--- src/rtl/bus_dma_master_if.sv ---
// Bus-side signals between the DMA master and the arbiter/memory: request, grant,
// address, and the read and write data paths.
interface bus_dma_master_if;
  logic        M_req;
  logic        M_wr;
  logic [7:0]  M_address;
  logic [31:0] M_dout;
  logic        M_grant;
  logic [31:0] M_din;

  modport master (
    output M_req, M_wr, M_address, M_dout,
    input  M_grant, M_din
  );

  modport slave (
    input  M_req, M_wr, M_address, M_dout,
    output M_grant, M_din
  );
endinterface

--- src/rtl/bus_dma_master.sv ---
// Word-copy DMA master: read src+i, write dst+i, three cycles per word while granted.
// All outputs are registered; losing the grant parks in REQ and replays the current word.
module bus_dma_master (
  input  logic             clk,
  input  logic             reset,
  input  logic             start,
  input  logic [7:0]       src_addr,
  input  logic [7:0]       dst_addr,
  input  logic [4:0]       length,
  bus_dma_master_if.master bus,
  output logic             busy,
  output logic             done
);

  typedef enum logic [2:0] {IDLE, REQ, RD_ADDR, RD_DATA, WR, DONE} state_t;

  state_t      state, state_nxt;
  logic [7:0]  src_q, dst_q;
  logic [4:0]  len_q, idx_q, idx_nxt, idx_inc, len_eff;
  logic [31:0] buf_q, buf_nxt;
  logic        req_q, wr_q, busy_q, done_q;
  logic        req_nxt, wr_nxt, busy_nxt, done_nxt;
  logic [7:0]  addr_q, addr_nxt;
  logic [31:0] dout_q, dout_nxt;

  assign len_eff = (length > 5'd16) ? 5'd16 : length;
  assign idx_inc = idx_q + 5'd1;

  assign bus.M_req     = req_q;
  assign bus.M_wr      = wr_q;
  assign bus.M_address = addr_q;
  assign bus.M_dout    = dout_q;
  assign busy          = busy_q;
  assign done          = done_q;

  always_ff @(posedge clk) begin
    if (reset) begin
      state  <= IDLE;
      src_q  <= 8'h00;
      dst_q  <= 8'h00;
      len_q  <= 5'd0;
      idx_q  <= 5'd0;
      buf_q  <= 32'h0;
      req_q  <= 1'b0;
      wr_q   <= 1'b0;
      addr_q <= 8'h00;
      dout_q <= 32'h0;
      busy_q <= 1'b0;
      done_q <= 1'b0;
    end else begin
      state  <= state_nxt;
      idx_q  <= idx_nxt;
      buf_q  <= buf_nxt;
      req_q  <= req_nxt;
      wr_q   <= wr_nxt;
      addr_q <= addr_nxt;
      dout_q <= dout_nxt;
      busy_q <= busy_nxt;
      done_q <= done_nxt;
      if (state == IDLE && start) begin
        src_q <= src_addr;
        dst_q <= dst_addr;
        len_q <= len_eff;
      end
    end
  end

  // Any grant drop while on the bus falls back to REQ without advancing the word index.
  always_comb begin
    state_nxt = state;
    idx_nxt   = idx_q;
    case (state)
      IDLE: begin
        if (start) begin
          state_nxt = (len_eff == 5'd0) ? DONE : REQ;
          idx_nxt   = 5'd0;
        end
      end
      REQ:     if (bus.M_grant) state_nxt = RD_ADDR;
      RD_ADDR: state_nxt = bus.M_grant ? RD_DATA : REQ;
      RD_DATA: state_nxt = bus.M_grant ? WR : REQ;
      WR: begin
        if (bus.M_grant) begin
          idx_nxt   = idx_inc;
          state_nxt = (idx_inc == len_q) ? DONE : RD_ADDR;
        end else begin
          state_nxt = REQ;
        end
      end
      DONE:    state_nxt = IDLE;
      default: state_nxt = IDLE;
    endcase
  end

  // Output values for the coming cycle, derived from the state being entered.
  always_comb begin
    buf_nxt  = (state == RD_DATA) ? bus.M_din : buf_q;
    req_nxt  = (state_nxt == REQ) || (state_nxt == RD_ADDR) ||
               (state_nxt == RD_DATA) || (state_nxt == WR);
    wr_nxt   = (state_nxt == WR);
    busy_nxt = (state_nxt != IDLE);
    done_nxt = (state_nxt == DONE);
    addr_nxt = addr_q;
    dout_nxt = dout_q;
    case (state_nxt)
      RD_ADDR: addr_nxt = src_q + {3'b000, idx_nxt};
      WR: begin
        addr_nxt = dst_q + {3'b000, idx_nxt};
        dout_nxt = buf_nxt;
      end
      default: ;
    endcase
  end

endmodule

--- src/flat_wrapper.sv ---
// flat-port wrapper written by rule: the top's interface ports become plain ports
module bus_dma_master_flat 
  (clk, reset, start, src_addr, dst_addr, length, busy, done, bus_M_req, bus_M_wr, bus_M_address, bus_M_dout, bus_M_grant, bus_M_din);
  bus_dma_master_if bus_i ();
  input  logic clk;
  input  logic reset;
  input  logic start;
  input  logic [7:0] src_addr;
  input  logic [7:0] dst_addr;
  input  logic [4:0] length;
  output logic busy;
  output logic done;
  output wire logic [$bits(bus_i.M_req)-1:0] bus_M_req;
  output wire logic [$bits(bus_i.M_wr)-1:0] bus_M_wr;
  output wire logic [$bits(bus_i.M_address)-1:0] bus_M_address;
  output wire logic [$bits(bus_i.M_dout)-1:0] bus_M_dout;
  input wire logic [$bits(bus_i.M_grant)-1:0] bus_M_grant;
  input wire logic [$bits(bus_i.M_din)-1:0] bus_M_din;
  assign bus_M_req = bus_i.M_req;
  assign bus_M_wr = bus_i.M_wr;
  assign bus_M_address = bus_i.M_address;
  assign bus_M_dout = bus_i.M_dout;
  assign bus_i.M_grant = bus_M_grant;
  assign bus_i.M_din = bus_M_din;
  bus_dma_master u_core (.clk(clk), .reset(reset), .start(start), .src_addr(src_addr), .dst_addr(dst_addr), .length(length), .bus(bus_i), .busy(busy), .done(done));
endmodule
--- config.mk ---
export PLATFORM = sky130hd
export DESIGN_NAME = bus_dma_master_flat
export DESIGN_NICKNAME = d
export VERILOG_FILES = /design/src/rtl/bus_dma_master_if.sv /design/src/rtl/bus_dma_master.sv /design/src/flat_wrapper.sv
export SDC_FILE = /design/constraint.sdc
export NUM_CORES = 1
export LEC_CHECK = 0
export BUFFER_PORTS_ARGS = -buffer_cell sky130_fd_sc_hd__buf_2
export CAP_MARGIN = 20
export CORE_MARGIN = 1.5
export CORE_UTILIZATION = 40
export CTS_CLUSTER_SIZE = 12
export DETAILED_ROUTE_END_ITERATION = 8
export PLACE_DENSITY = 0.62
export SYNTH_ARGS = -nofsm -noshare
export SYNTH_HDL_FRONTEND = slang
export SYNTH_SLANG_ARGS = --single-unit
--- constraint.sdc ---
create_clock -name clk -period 5 [get_ports clk]
set_input_delay 0 -clock clk [delete_from_list [all_inputs] [get_ports clk]]
set_output_delay 0 -clock clk [all_outputs]
set_load 0.005 [all_outputs]
# ---- Word-level counts from Yosys, hierarchy flattened
# Cells that the tools add are included.
dict set report op_classes {
  n_eq_ne 10
  n_addsub 3
  n_reduce_logical 8
  shift 0
  mul 0
  mux 14
  bitwise 0
  n_lt_le_gt_ge 1
  div_mod_pow 0
}
# operator n
set op_table {}
lappend op_table {{$mux 32} 1}
lappend op_table {{$mux 3} 6}
lappend op_table {{$add 8x5->8} 2}
lappend op_table {{$pmux 8 s2} 1}
lappend op_table {{$mux 5} 3}
lappend op_table {{$pmux 3 s5} 1}
lappend op_table {{$eq 3x2->1 const B} 4}
lappend op_table {{$pmux 5 s2} 1}
lappend op_table {{$eq 3x3->1 const B} 3}
lappend op_table {{$eq 3x1->1 const B} 2}
lappend op_table {{$add 5x1->5 const B} 1}
lappend op_table {{$eq 5x5->1} 1}
lappend op_table {{$gt 5x5->1 const B} 1}
lappend op_table {{$logic_not 5->1} 1}
lappend op_table {{$logic_not 3->1} 1}
lappend op_table {{$logic_or 1x1->1} 3}
lappend op_table {{$reduce_bool 3->1} 1}
lappend op_table {{$mux 2} 1}
lappend op_table {{$reduce_bool 2->1} 1}
lappend op_table {{$logic_and 1x1->1} 1}
dict set report word_totals {
  regBits 105
  rom_bits 0
  mem_bits_rw 0
  memories 0
  word_cells 48
  latchBits 0
  inputBits 57
}

# ---- Depth between registers and ports, before layout
# Gate-level depths: netlist of run 1.
dict set report depth {
  word_depth 10
  depth_mapped 18
  depth_no_buf 14
}

# ---- Least setup slack after synthesis of run 1
# OpenSTA, ideal clock, no wires.
dict set report synth_timing {
  path_kind {register -> register}
  start {reg u_core.state[0]}
  end {reg u_core.addr_q[6], in the netlist u_core.bus.M_address[6]}
  path_stages_with_launch 19
  setup_slack_ns 2.137
  arrival_time_ns 2.775
  t_required_ns 4.912
  n_path_buf 4
  cell_sequence {dfxtp_1 -> buf_4 -> and2b_1 -> and2_1 -> buf_4 -> and2_1 -> buf_2 -> buf_6 -> nand2_1 -> nand2_1 -> ha_1 -> inv_1 -> fa_1 -> nor2b_1 -> o31a_1 -> o21ai_0 -> xnor2_1 -> nand2_1 -> a311oi_2}
}
dict set report synth_via {
  elab_chain_len 4
  word_cells_on_any_way 15
}
# element line_no
set synth_lines {}
lappend synth_lines {{start, declared} bus_dma_master.sv:17} ;# state_t state, state_nxt;
lappend synth_lines {{start signal, assigned} bus_dma_master.sv:51} ;# state <= state_nxt;
lappend synth_lines {{$eq 3x3->1 (tied with other cells)} bus_dma_master.sv:72} ;# case (state)
lappend synth_lines {{$pmux 5 s2 or $pmux 3 s5 (tied branches)} bus_dma_master.sv:72}
lappend synth_lines {{$add 8x5->8 (tied with other cells)} bus_dma_master.sv:108} ;# addr_nxt = dst_q + {3'b000, idx_nxt};
lappend synth_lines {{$pmux 8 s2 or $reduce_bool 2->1 (tied branches)} n/a}
lappend synth_lines {{end signal, assigned} bus_dma_master.sv:56} ;# addr_q <= addr_nxt;
lappend synth_lines {{end, declared} bus_dma_master.sv:23} ;# logic [7:0] addr_q, addr_nxt;
# Parallel ways exist; a longest one is shown, timed or not.
# A chain may end at the register's enable or synchronous reset.

# ---- Worst setup path in the final report of run 1
dict set report layout_timing {
  start {reg u_core.state[2]}
  end {reg u_core.addr_q[7], in the netlist u_core.bus.M_address[7]}
}
# The elaborated chain is that of the path after synthesis.

==> results of run 1 <==
## cells by family (layout without fill, tap and decap cells)
group | after synthesis | count (layout) | share of synthesized area
xor gates and xnor gates | 14 | 14 | 0.0379
AOI/OAI and AO/OA | 94 | 94 | 0.177
and+or+nand+nor | 176 | 176 | 0.230
DFF | 73 | 73 | 0.451
adders and majority gates | 7 | 7 | 0.0294
buffers and inverters | 35 | 180 | 0.0553
muxes | 6 | 6 | 0.0189
## layout by cell type (no fill, tap or decap), drive strengths merged, types with 2 or more instances in the layout
| cell type | n |
|---|---|
| xor2 | 4 |
| nor3 | 4 |
| or3 | 2 |
| clkinv | 3 |
| a21oi | 59 |
| bufinv | 2 |
| o21a | 2 |
| o21ai | 10 |
| a22oi | 2 |
| a211oi | 6 |
| xnor2 | 10 |
| buf | 104 |
| a21o | 3 |
| and2 | 3 |
| dfxtp | 73 |
| nand3 | 4 |
| inv | 6 |
| nand2 | 125 |
| nor2b | 4 |
| clkbuf | 11 |
| nand3b | 5 |
| mux2i | 5 |
| ha | 6 |
| nor2 | 20 |
| o211ai | 3 |
| dlygate4sd3 | 54 |
| a22o | 3 |
| nand4 | 2 |
## through the flow
step | setup slack, ns | cells | hold slack [ns] | utilization
2_1_floorplan | 2.14 | 405 | 0.136 | -
3_3_place_gp | 1.87 | 582 | 0.242 | 0.481
3_5_place_dp | 1.81 | 582 | 0.247 | 0.481
4_1_cts | 1.79 | 652 | 0.0692 | 0.579
5_1_grt | 1.49 | 652 | 0.0837 | 0.579
6_report | 1.78 | 652 | 0.0861 | 0.579
## worst paths after layout
path	to	slack (ns)	cells past startpoint
setup reg to reg	u_core.bus.M_address[7]	1.78	13
hold reg to reg	u_core.bus.M_dout[4]	0.45	2
setup / recovery	u_core.bus.M_address[7]	1.78	13
hold / removal	u_core.busy	0.09	3
## cell type report
cell class	instances	area, um^2	share of cell area
inverters	6	22.5	0.00500
clock buffers	11	141	0.0314
well taps	102	128	0.0284
flip-flops and latches	73	1460	0.325
multi-input cells	297	1600	0.355
repair buffers	158	1070	0.238
clock inverters	5	78.8	0.0175
## metal layers
| metal | track usage | wire length [um] | part of all wire |
|---|---|---|---|
| met1 | 0.242 | 3670 | 0.44 |
| met2 | 0.338 | 4070 | 0.49 |
| met3 | 0.0398 | 358 | 0.043 |
| met4 | 0.0821 | 183 | 0.022 |
| met5 | 0 | 0 | 0 |
## where the power goes
| group | internal [mW] | leakage, nW | switching [mW] |
|---|---|---|---|
| combinational | 0.0768 | 1.21 | 0.0707 |
| sequential | 0.599 | 0.592 | 0.0125 |
| clock | 0.294 | 0.113 | 0.211 |
| total | 0.970 | 1.92 | 0.294 |
## cell usage after synthesis (all sizes together) (3+ instances only)
master and instances:
nand2 125, dfxtp 73, a21oi 59, nor2 20
clkbuf 15, buf 14, o21ai 10, xnor2 10
a211oi 6, ha 6, inv 6, mux2i 5
nand3b 5, nand3 4, nor2b 4, nor3 4
xor2 4, a21o 3, a22o 3, and2 3
o211ai 3
## registers in the layout, indices dropped and copies added (netlist names)
signal / cells
u_core.bus.M_req: 1
u_core.idx_q: 5
u_core.done: 1
u_core.state: 3
u_core.src_q: 8
u_core.len_q: 5
u_core.busy: 1
u_core.bus.M_wr: 1
u_core.bus.M_address: 8
u_core.bus.M_dout: 32
u_core.dst_q: 8
## worst max-delay path: cells and delay by family, from the launching register on
kind            cells  cell delay (ns)
xor+xnor            1             0.13
fa+ha+maj           1             0.18
flops               1             0.58
compound gates      4             0.57
simple gates        6             1.25
buf+inv             1             0.36
## timing repair
item,CTS,global route
hold buffers,54,0
gates resized for setup,0,0
endpoints found under the setup margin,0,0
endpoints found under the hold margin,53,0
==> run metrics, run 1 <==
WP data arrival 3.41 ns; Hold Crit Class in2reg; length of the first detailed-routing pass in iterations 4; WL per Instance 12.7 um; flops & latches, synth 73; CP max stage cell dfxtp_1; Starting DRT DRC Count 107; Worst slew margin 0.475; Root Driver clkbuf_8; max incr delay on CP 0.58 ns; top cells by area, synth dfxtp_1 45%, nand2_1 14%, a21oi_1 9.1%, xnor2_1 2.7%, ha_1 2.3%; fin crit share 0.644; GRT Residual Overflow 0; run status finished, final reports clean; Post-DP Area approximately 0.0037 mm^2; die area approximately 0.0086 mm^2; Power Density ~280 mW/mm^2; final wirelength ~8.3 mm; Netlist cell types 45; Clk pin slew, worst setup/hold paths 0.07 ns; RSZ-0062 raised after global routing false; CP Launch Type register; Fmax achieved 311 MHz; initial antenna violation count 0; layout cells sized above 1 0.233; Port Buf Inserts 100; worst path required time just over 5 ns; I/O pins 101; kind of critical path reg2reg; CTS Buf Count 9; cell taking the most area after synthesis dfxtp_1; syn nets 469; CTS Sinks 73; Critical Path Fanout Max 27; Crit. End Element register; # Post-CTS Setup Buffers 0; DRC Markers 0; Syn Inst Count 405; crit path cell chain and2b_1 > and2_1 > nand2_2 > buf_4 > nand2_1 > nand2_1 > ha_1 > o21ai_0 > o21a_1 > or3_1 > xnor2_1 > o211ai_1 > a21oi_1; FF-to-FF Start u_core.state[2]; number of flops mapped to enable cells by yosys 0; Initial Utilization 0.417; gr usage total 0.198; Slew Limit Fails 0; final net count 609; vias in the first global route between 2,000 and 3,000; core area 0.00777 mm^2; chip height 93.0 um; count of final hold-check violations 0; Post-Syn Area per Cell 8.00 um^2; Top FF cell, synth dfxtp_1; Setup-failing EPs final 0; worst vdd ir 0.000171 V; Die Wd about 93 um; Max Cap Violations 0; Final TNS setup 0 ns; Worst-Margin Slew 0.786 ns; worst skew pair latency 0.34 ns; first-pass GRT wire length 13.6 mm; Tot Pwr 1.26 mW; CTS HTree Levels 3; Tmin final 3.22 ns; Worst Setup SP u_core.state[2]; Synth Warn # 0; Cell Area, Synth about 0.0032 mm^2; area share of the largest cell type after synthesis 0.451; asr flop ratio synth 0; fill cell count 734; post-route cell area 0.00450 mm^2; hold_sp start; Final ANT Viol Nets 0; LEAKAGE 1.92 nW; CTS tree done; Final Skew between 0.009 and 0.01 ns; register area share after synthesis 0.451; Area growth syn-to-layout 39.0%; Clock Path Buffers 2; Antenna diodes 0; row cnt 32; GP Congestion 0.838; DR vias/cell 4.77; DR vias 3,112; most used cell, CP nand2_1; DP HPWL ~5.4 mm; largest net degree at the start of global routing 72
No activity file was read; power rests on OpenSTA's default activity.
==> inputs of run 2 (changes only) <==
==> constraint.sdc (replaced) <==
create_clock -name clk -period 3 [get_ports clk]
set_input_delay 0 -clock clk [delete_from_list [all_inputs] [get_ports clk]]
set_output_delay 0 -clock clk [all_outputs]
set_load 0.005 [all_outputs]
==> run 2 against run 1 <==
Effect of this change:
- design area rose by 1.4%
- sequential power rose by 67%
- die area did not move
- register-to-register slack got worse by 1.6 ns
- clock skew fell by 0.0047 ns
- critical endpoint unchanged
- largest power group unchanged
==> run metrics, run 2 (synthesis results as in run 1) <==
run status finished, final reports clean; RSZ-0062 raised after global routing true; Hold Crit Class in2reg; WL per Instance 12.9 um (+1.8%); Worst-Margin Slew 0.690 ns (-0.0961 ns); DR vias/cell 4.80 (+0.57%); max reg flops 32 (unchanged); CTS HTree Levels 3 (unchanged); fin crit share 0.951 (+0.307); Die Wd 93.0 um (unchanged); DRC Markers 0 (unchanged); gr usage total 0.206 (+0.00791); largest net degree at the start of global routing 38 (-47%); CP max stage cell or3_1; # Post-CTS Setup Buffers 0 (unchanged); first-pass GRT wire length 13.9 mm (+2.2%); CTS Sinks 73 (unchanged); Antenna diodes 0 (unchanged); max incr delay on CP 0.37 ns (-0.21 ns); post-layout util 0.587 (+0.00805); Crit. End Element register; worst vdd ir 0.000245 V (+43%); Power Density 445 mW/mm^2 (+59%); length of the first detailed-routing pass in iterations 4 (unchanged); I/O pins 101 (unchanged); Final Skew 0.00465 ns (-0.00474 ns); Port Buf Inserts 100 (unchanged); crit path cell chain nor2_1 > and3_1 > nand4_1 > xor2_1 > nor2_1 > ha_1 > o21ai_0 > o21a_1 > or3_1 > xnor2_1 > o211ai_1 > a21oi_1; Clk pin slew, worst setup/hold paths 0.08 ns (about the same); Worst slew margin 0.540 (+0.0653); DR vias 3,173 (+2.0%); Slew Limit Fails 0 (unchanged); CP Launch Type register; Starting DRT DRC Count 122 (+14%); Net Sw Frac 0.246 (+0.0131); DP HPWL 5.70 mm (+5.5%); Final ANT Viol Nets 0 (unchanged); core area 0.00777 mm^2 (unchanged); critical path's top delay family simple AND/OR/NAND/NOR gates; layout cells sized above 1 0.250 (+0.0177); FF-to-FF Start u_core.state[1]; Seq pwr share 0.501 (+0.017); Setup-failing EPs final 0 (unchanged); GP Congestion 0.845 (+0.75%); Comb pwr share 0.126 (+0.009); clock power share 0.374 (-0.025); final net count 619 (+1.6%); vias in the first global route 3,021 (+1.1%); initial antenna violation count 0 (unchanged); Area growth syn-to-layout 40.9%; most used cell, CP nor2_1; commonest non-fill, non-tap cell in the layout nand2_1; CP bufs+invs 0 (-1); die area 0.00864 mm^2 (unchanged); final wirelength 8.56 mm (+3.2%); Initial Utilization 0.417 (unchanged); Internal 1.53 mW (+58%); Critical Path Fanout Max 7 (-74%); Max Cap Violations 0 (unchanged); Clock Path Buffers 2 (unchanged); hold_sp start; Tot Pwr 2.03 mW (+61%); worst skew pair latency 0.34 ns (about the same); Tmin final 2.85 ns (-0.366 ns); most frequent cells in the layout 124 x nand2_1, 100 x buf_2, 73 x dfxtp_1, 59 x a21oi_1, 56 x dlygate4sd3_1; CTS Buf Count 9 (unchanged); GRT Residual Overflow 0 (unchanged); count of final hold-check violations 0 (unchanged); worst path required time 3.22 ns (-1.97 ns); WP data arrival 3.07 ns (-0.34 ns); chip height 93.0 um (unchanged); Worst Setup SP u_core.state[1]; CTS tree done; kind of critical path reg2reg; Root Driver clkbuf_8; LEAKAGE 1.94 nW (+1.4%); Psw 0.499 mW (+70%); Fmax achieved 351 MHz (+13%); row cnt 32 (unchanged)
run 2: layout make-up:
class,count,area (um^2)
multi-input combinational,297,1610
inverter,6,22.5
timing repair buffer,168,1150
clock inverter,5,56.3
tap,102,128
clock buffer,10,138
fill,722,3200
sequential,73,1460
run 2: tightest hold or removal path, stage by stage:
cell and delay [ns]:
buf_2 0.11, nor3_1 0.07, a211oi_1 0.19
run 2: final timing paths:
kind / to / slack [ns] / cells past startpoint
max: u_core.bus.M_address[7] / 0.15 / 12
min: u_core.busy / 0.08 / 3
max reg2reg: u_core.bus.M_address[7] / 0.15 / 12
min reg2reg: u_core.bus.M_dout[24] / 0.45 / 2
run 2: repair_timing:
action,in CTS,in global routing
setup endpoints to repair,0,2
hold endpoints to repair,53,0
hold buffers,56,0
resized for setup,0,4
run 2: layer usage:
layer	share of wire	vias up	GRT usage	wire length, um
met5	0	-	0	0
met4	0.013	0	0.0821	109
met2	0.50	72	0.356	4320
met1	0.44	1447	0.248	3800
met3	0.039	9	0.0439	331
li1	-	1645	-	-
run 2: per-stage QoR:
step | cells | setup WS, ns | instance area [um^2] | setup TNS [ns] | hold slack (ns)
after CTS | 661 | 0.137 | 4550 | 0 | 0.0721
after global routing | 661 | -0.0434 | 4560 | -0.0434 | 0.107
after global placement | 590 | 0.241 | 3800 | 0 | 0.241
after floorplan | 405 | 0.137 | 3240 | 0 | 0.136
after detailed placement | 590 | 0.169 | 3800 | 0 | 0.246
final | 661 | 0.148 | 4560 | 0 | 0.0752
run 2: power groups by stage:
stage / registers [mW] / logic, mW / clock network, mW
floorplan: 1.04 / 0.123 / 0
global placement: 1.04 / 0.195 / 0
detailed placement: 1.04 / 0.198 / 0
CTS: 1.02 / 0.254 / 0.793
global route: 1.02 / 0.282 / 0.828
finish: 1.02 / 0.255 / 0.759
==> inputs of run 3 (changes only) <==
--- a/config.mk
+++ b/config.mk
@@ -11,6 +11,7 @@
 export CORE_UTILIZATION = 40
 export CTS_CLUSTER_SIZE = 12
 export DETAILED_ROUTE_END_ITERATION = 8
+export GPL_TIMING_DRIVEN = 0
 export PLACE_DENSITY = 0.62
 export SYNTH_ARGS = -nofsm -noshare
 export SYNTH_HDL_FRONTEND = slang
==> run 3 against run 2 <==
Effect of this change:
- register-to-register slack worse by 0.05 ns
- critical path type unchanged
- count of clock-buffer cells in the layout stayed put
- critical endpoint unchanged
- maximum frequency is 1.6% lower
- non-clock buffer count is 27 higher
==> run metrics, run 3 (synthesis results as in run 1) <==
crit path cell chain buf_6 > and2b_1 > and2_4 > buf_6 > and2_4 > buf_6 > buf_8 > nand2_1 > nand2_1 > ha_4 > o21ai_1 > o21a_1 > or3_4 > xnor2_1 > o211ai_1 > a21oi_1; I/O pins 101 (unchanged); Worst slew margin 0.561 (+0.0204); vias in the first global route 3,193 (+5.7%); Hold Crit Class in2reg; final net count 646 (+4.4%); DRC Markers 0 (unchanged); Worst-Margin Slew 0.659 ns (-0.0306 ns); Crit. End Element register; DP HPWL 6.12 mm (+7.2%); largest net degree at the start of global routing 17 (-55%); die area 0.00864 mm^2 (unchanged); CP max stage cell or3_4; Worst Setup SP u_core.state[0]; row cnt 32 (unchanged); Area growth syn-to-layout 50.4%; hold_sp start; Final TNS setup 0 ns (unchanged); worst path required time 3.22 ns (about the same); Clock Path Buffers 2 (unchanged); Root Driver clkbuf_8; kind of critical path reg2reg; CTS Buf Count 9 (unchanged); Post-DP Area 0.00387 mm^2 (+1.7%); Antenna diodes 0 (unchanged); core area 0.00777 mm^2 (unchanged); DR vias 3,319 (+4.6%); Initial Utilization 0.417 (unchanged); Critical Path Fanout Max 6 (-1); count of final hold-check violations 0 (unchanged); Port Buf Inserts 100 (unchanged); worst skew pair latency 0.34 ns (about the same); max reg flops 32 (unchanged); most used cell, CP buf_6; WP data arrival 3.11 ns (+0.04 ns); Slew Limit Fails 0 (unchanged); Die Wd 93.0 um (unchanged); Power Density 471 mW/mm^2 (+5.7%); Tot Pwr 2.29 mW (+13%); Tmin final 2.90 ns (+0.0453 ns); chip height 93.0 um (unchanged); max incr delay on CP 0.38 ns (about the same); length of the first detailed-routing pass in iterations 4 (unchanged); CP Launch Type register; WL per Instance 13.1 um (+0.98%); post-layout util 0.627 (+0.0396); CTS Sinks 73 (unchanged); gr usage total 0.211 (+0.00500); Clk pin slew, worst setup/hold paths 0.08 ns (about the same); run status finished, final reports clean; GP Congestion 0.922 (+9.2%); worst vdd ir 0.000308 V (+26%); final wirelength 8.99 mm (+5.1%); most frequent cells in the layout 122 x nand2_1, 106 x buf_2, 71 x dfxtp_1, 59 x a21oi_1, 55 x dlygate4sd3_1; layout cells sized above 1 0.283 (+0.0328); commonest non-fill, non-tap cell in the layout nand2_1; LEAKAGE 2.08 nW (+6.7%); CTS HTree Levels 3 (unchanged); Final ANT Viol Nets 0 (unchanged); Max Cap Violations 0 (unchanged); Setup-failing EPs final 0 (unchanged); post-route cell area 0.00487 mm^2 (+6.7%); DR vias/cell 4.82 (+0.50%); Fmax achieved 345 MHz (-1.6%); first-pass GRT wire length 14.4 mm (+3.1%); fin crit share 0.966 (+0.0151); CTS tree done; GRT Residual Overflow 0 (unchanged); FF-to-FF Start u_core.state[0]; initial antenna violation count 0 (unchanged); Starting DRT DRC Count 119 (-2.5%); Final Skew 0.00738 ns (+0.00273 ns)
run 3: cell types whose count changed in the layout (fill, tap and decap cells not counted), moves of 3 or more:
cell,delta
buf_2,+6
buf_6,+7
bufinv_16,+3
clkbuf_1,+15
ha_1,-3
ha_4,+3
o21ai_0,-3
run 3: what timing repair did:
action | 4_1_cts | 5_1_grt
resized for setup | 14 | 17
pin swaps | 2 | 6
setup buffers | 4 | 7
hold buffers | 55 | 0
cloned | 0 | 1
setup endpoints to repair | 2 | 4
hold endpoints to repair | 54 | 0
run 3: layout make-up:
cell class | count | area, um^2
Clock inverter | 5 | 129
Sequential cell | 73 | 1460
Buffer | 28 | 183
Clock buffer | 10 | 128
Tap cell | 102 | 128
Inverter | 6 | 22.5
Multi-Input combinational cell | 297 | 1680
Timing Repair Buffer | 167 | 1140
Fill cell | 692 | 2900
run 3: path summary, 6_finish.rpt:
check        depth (start not counted)                      end  slack [ns]
min                                  4          u_core.dst_q[1]        0.07
min reg2reg                          2    u_core.bus.M_dout[25]        0.45
max reg2reg                         16  u_core.bus.M_address[7]        0.10
max                                 16  u_core.bus.M_address[7]        0.10
run 3: layer usage:
layer  GRT usage  routed length (um)  share of wire
met1       0.256                4020           0.45
met3      0.0472                 380          0.042
met4      0.0821                 162          0.018
met2       0.361                4430           0.49
met5           0                   0              0
run 3: report_power, final:
group | internal [mW] | switching [mW] | total [mW]
registers | 0.999 | 0.0190 | 1.02
clock network | 0.634 | 0.368 | 1.00
logic | 0.144 | 0.130 | 0.274
run 3: worst max-delay path, delay by kind of cell, from the launching register on:
family / cells / cell delay, ns
flops: 1 / 0.33
compound gates: 4 / 0.55
xor+xnor: 1 / 0.14
fa+ha+maj: 1 / 0.30
buf+inv: 4 / 0.46
simple gates: 6 / 1.00
run 3: metrics by stage:
step / hold slack, ns / cells / worst slack [ns]
floorplan: 0.136 / 405 / 0.137
global placement: 0.242 / 607 / -0.203
detailed placement: 0.244 / 607 / -0.244
CTS: 0.0556 / 680 / 0.000844
global route: 0.102 / 688 / -0.0704
finish: 0.0734 / 688 / 0.103
